## src/rtl/register_file_mp.sv

```systemverilog
// Parametrised two-write-port register file with read-during-write bypass,
// optional hardwired zero register, and a per-register pending scoreboard.
module register_file_mp #(
  parameter int DATA_W   = 32,
  parameter int ADDR_W   = 5,
  parameter int ZERO_REG = 1,
  parameter int BYPASS   = 1
) (
  input  logic              clock,
  input  logic              reset,
  input  logic              WR0,
  input  logic [ADDR_W-1:0] DSEL0,
  input  logic [DATA_W-1:0] DIN0,
  input  logic              WR1,
  input  logic [ADDR_W-1:0] DSEL1,
  input  logic [DATA_W-1:0] DIN1,
  input  logic [ADDR_W-1:0] ASEL,
  input  logic [ADDR_W-1:0] BSEL,
  output logic [DATA_W-1:0] AOUT,
  output logic [DATA_W-1:0] BOUT,
  input  logic              ISSUE,
  input  logic [ADDR_W-1:0] ISSUE_SEL,
  output logic              ABUSY,
  output logic              BBUSY
);

  localparam int DEPTH = 2 ** ADDR_W;

  logic [DATA_W-1:0] regs [DEPTH];
  logic [DEPTH-1:0]  pending;

  logic zero_d0, zero_d1, zero_is, zero_a, zero_b;

  always_comb begin
    zero_d0 = (ZERO_REG != 0) && (DSEL0 == '0);
    zero_d1 = (ZERO_REG != 0) && (DSEL1 == '0);
    zero_is = (ZERO_REG != 0) && (ISSUE_SEL == '0);
    zero_a  = (ZERO_REG != 0) && (ASEL == '0);
    zero_b  = (ZERO_REG != 0) && (BSEL == '0);
  end

  // Port 0 is suppressed on an address collision so port 1 wins cleanly.
  always_ff @(posedge clock or negedge reset) begin
    if (!reset) begin
      for (int i = 0; i < DEPTH; i++) regs[i] <= '0;
    end else begin
      if (WR0 && !zero_d0 && !(WR1 && (DSEL1 == DSEL0))) regs[DSEL0] <= DIN0;
      if (WR1 && !zero_d1) regs[DSEL1] <= DIN1;
    end
  end

  // Issue is applied after the writeback clears so a same-cycle set wins.
  always_ff @(posedge clock or negedge reset) begin
    if (!reset) begin
      pending <= '0;
    end else begin
      if (WR0) pending[DSEL0] <= 1'b0;
      if (WR1) pending[DSEL1] <= 1'b0;
      if (ISSUE && !zero_is) pending[ISSUE_SEL] <= 1'b1;
    end
  end

  always_comb begin
    AOUT = regs[ASEL];
    if (BYPASS != 0) begin
      if (WR0 && (DSEL0 == ASEL)) AOUT = DIN0;
      if (WR1 && (DSEL1 == ASEL)) AOUT = DIN1;
    end
    if (zero_a || !reset) AOUT = '0;
  end

  always_comb begin
    BOUT = regs[BSEL];
    if (BYPASS != 0) begin
      if (WR0 && (DSEL0 == BSEL)) BOUT = DIN0;
      if (WR1 && (DSEL1 == BSEL)) BOUT = DIN1;
    end
    if (zero_b || !reset) BOUT = '0;
  end

  always_comb begin
    ABUSY = reset && pending[ASEL] && !zero_a;
    BBUSY = reset && pending[BSEL] && !zero_b;
  end

endmodule

```

## config.mk

```make
export PLATFORM = sky130hd
export DESIGN_NAME = register_file_mp
export DESIGN_NICKNAME = d
export VERILOG_FILES = /design/src/rtl/register_file_mp.sv
export SDC_FILE = /design/constraint.sdc
export NUM_CORES = 2
export LEC_CHECK = 0
export BUFFER_PORTS_ARGS = -buffer_cell sky130_fd_sc_hd__buf_2
export CAP_MARGIN = 15
export CORE_UTILIZATION = 58
export CTS_CLUSTER_SIZE = 30
export DETAILED_ROUTE_END_ITERATION = 6
export MAX_ROUTING_LAYER = met4
export PLACE_DENSITY = 0.78
export SLEW_MARGIN = 20
export SYNTH_ARGS = -nofsm -noshare
export SYNTH_HDL_FRONTEND = slang
export SYNTH_SLANG_ARGS = --single-unit
```

## constraint.sdc

```tcl
create_clock -name clock -period 2.21 [get_ports clock]
set_clock_uncertainty 0.05 [all_clocks]
set_input_delay 0.221 -clock clock [delete_from_list [all_inputs] [get_ports clock]]
set_output_delay 0.221 -clock clock [all_outputs]
set_load 0.02 [all_outputs]
```

==> results.yml <==
timing:
  fmax_ghz: 0.3183
  slew-limit-headroom_pct: 14.55
  fin_setup_tns_ns: -46.59
  worstMarginPinSlew_ns: 1.282
  drv_slew: 0
  fin_ws_ns: -0.9319
  period_minus_slack_ns: 3.142
  hold_viol: 0
  post-route-period-util_pct: 142.2
  report.final.setup_viol: 66
  rsz0062_at_grt: "true"
drt:
  dr.pass1.iters: 7
  wirelength_um: 306900
  routedWlPerCell_um: 35.59
  drt_iter0_markers: 11820
  vias: 64890
  antenna_left: 0
  viasPerCell: 7.525
  drc_errors: 22
logic_synthesis:
  synth_seq_area_share_pct: 38.84
  synth.most_common_cell: "mux2i_1"
  yosys.area.top_type: "dfrtp_1"
  yosys_register_bits: 1056
  ys_top_cells_by_count: "mux2i_1, dfrtp_1, a21oi_1"
  syn_avg_cell_area_um2: 10.29
  synth-edff-count: 0
  ys_types: 69
  ys.warnings.count: 0
  synth_nets: 6703
  synthFlopType: "dfrtp_1"
  synthesis.area_mm2: 0.06803
  async_flop_share_pct: 100.0
  synth_top_area_share_pct: 38.84
  synth_cells: 6609
  yosys-top-cells-area: "dfrtp_1, mux2i_1, mux4_2"
pwr:
  total_power_mw: 73.12
  p_per_area_mw_per_mm2: 875.1
  power.leakage_nw: 41.83
  ir_worst_vdd_mv: 0.7050
clocking:
  clkTransAtPathRegs_ns: 0.06
  cts_tree: "yes"
  cts_buffers: 116
  clockBufferDepth: 3
  clkSinkCount: 1056
  clkLatencyLatePin_ns: 0.78
  cts_root_buf: "clkbuf_16"
  htree_levels: 3
outcome:
  failed_checks: "design-rule violations, negative setup slack"
  status: "complete, but fails checks"
floorplanning:
  pin_count: 160
  coreArea_mm2: 0.1162
  start_util_pct: 58.55
  die_x_um: 344.5
  die_area_mm2: 0.1187
  rows: 125
  die_h_um: 344.5
setup_path:
  worstPathArrival_ns: 2.87
  r2r_cells: 3
  r2r-start: "pending[28]"
  cp-end-kind: "output port"
  crit_required_ns: 1.94
  r2r_setup_slack_ns: 0.94
  crit_fanout: 2
  reg2reg_to: "pending[28]"
  path_class: "reg2out"
  setup.worst_path.start_class: "register"
global_routing:
  grt_overflow_total: 0
  grtUsageTotal_pct: 52.76
  grt_start_max_net_pins: 172
  grt_pass1_vias: 63160
  antenna_found_initial: 18
  grt_pass1_wl_um: 436200
hold_path:
  min_path_cells: 4
  min_path_type: "in2reg"
  min-delay-start: "DIN0[0]"
  hold_end: "regs[800]"
flow_run:
  drv_cap: 0
placed_design:
  hpwl_um: 195900
  io_buffers: 159
  placed_area_mm2: 0.07663
  routabilityCongestion: 1.043
cells_and_area:
  nNetsFinal: 7082
  drive_above_1_share_pct: 30.61
  syn2layout_area_growth_pct: 22.81
  seqCellArea_mm2: 0.02643
  design_area_mm2: 0.08355
  fin_util_pct: 71.90
  nFillCells: 7660
  multi_input_area_mm2: 0.03960
logic make-up (layout without fill, tap and decap cells):
group | Yosys count | in the layout | share of synthesized area [%]
and+or+nand+nor | 1314 | 1314 | 7.899
buffers and inverters | 892 | 1363 | 6.076
muxes | 1750 | 1750 | 32.63
DFF | 1056 | 1056 | 38.84
xor gates and xnor gates | 25 | 25 | 0.3218
other | 0 | 19 | 0
AOI/OAI and AO/OA | 1572 | 1572 | 14.23
layout make-up:
type | count | area share [%]
inverter | 46 | 0.2067
tap | 1524 | 2.282
multi-input combinational | 4661 | 47.40
clock inverter | 31 | 0.6574
clock buffer | 179 | 4.253
sequential | 1056 | 31.63
antenna | 19 | 0.05690
timing repair buffer | 1107 | 13.52
power by group:
group	internal (mW)	leakage, nW	switching (mW)
sequential	24.5	12.6	4.56
clock	12.6	2.01	8.77
combinational	12.1	27.2	10.5
routing by layer:
| metal | track usage [%] | vias to the layer above | routed length (um) |
|---|---|---|---|
| li1 | - | 24940 | - |
| met1 | 60.95 | 30980 | 98030 |
| met2 | 68.37 | 6598 | 121100 |
| met3 | 25.56 | 2369 | 54510 |
| met4 | 43.35 | 0 | 33320 |
| met5 | - | - | 0 |
state kept, by name (all words and copies together), names as in the netlist:
name	count
pending	32
regs	1024
metrics by stage:
| stage | hold WS [ns] | instances | worst slack [ns] |
|---|---|---|---|
| CTS | 0.003871 | 8565 | -0.8901 |
| floorplan | -0.1246 | 6609 | -0.1679 |
| detailed placement | -0.0002128 | 8268 | -0.7272 |
| finish | 0.01597 | 8623 | -0.9319 |
| global route | 0.03123 | 8619 | -0.9599 |
| global placement | 0.0006925 | 8266 | -0.7672 |
cells in the final DEF (no fill, tap or decap), types with 44 or more instances in the layout:
cell and instances:
a21oi_1 996, buf_12 226, buf_2 89, buf_4 692, buf_6 54, clkbuf_16 119, dfrtp_1 1056, inv_1 46
mux2_2 252, mux2i_1 1124, mux4_2 343, nand2_1 102, nor2_1 989, nor3_1 44, o21ai_0 79, o221ai_1 50
o22ai_1 110
critical path, cell delays in order, from the launching register on:
cell and delay [ns]:
dfrtp_1 0.40, mux4_2 0.50, a22oi_2 0.22, o31ai_2 0.11
a211oi_2 0.33, o221ai_4 0.31, buf_6 0.22
worst max path at each step:
| stage | startpoint | endpoint | slack [ns] | cells past startpoint |
|---|---|---|---|---|
| after floorplan | ASEL[2] | AOUT[27] | -0.17 | 9 |
| after global placement | BSEL[1] | BOUT[5] | -0.77 | 7 |
| after detailed placement | DSEL1[1] | AOUT[21] | -0.73 | 10 |
| after CTS | regs[289] | BOUT[1] | -0.89 | 6 |
| after global routing | regs[257] | BOUT[1] | -0.96 | 6 |
| final | regs[257] | BOUT[1] | -0.93 | 6 |
timing repair:
action                                  4_1_cts  5_1_grt
buffers inserted                             63       41
gates resized for setup                     250       83
endpoints found under the setup margin       66       66
pin swaps                                   135       85
hold endpoints to repair                    354        0
hold buffers                                 39        0
Note: power is estimated with default switching activity, not from simulation.
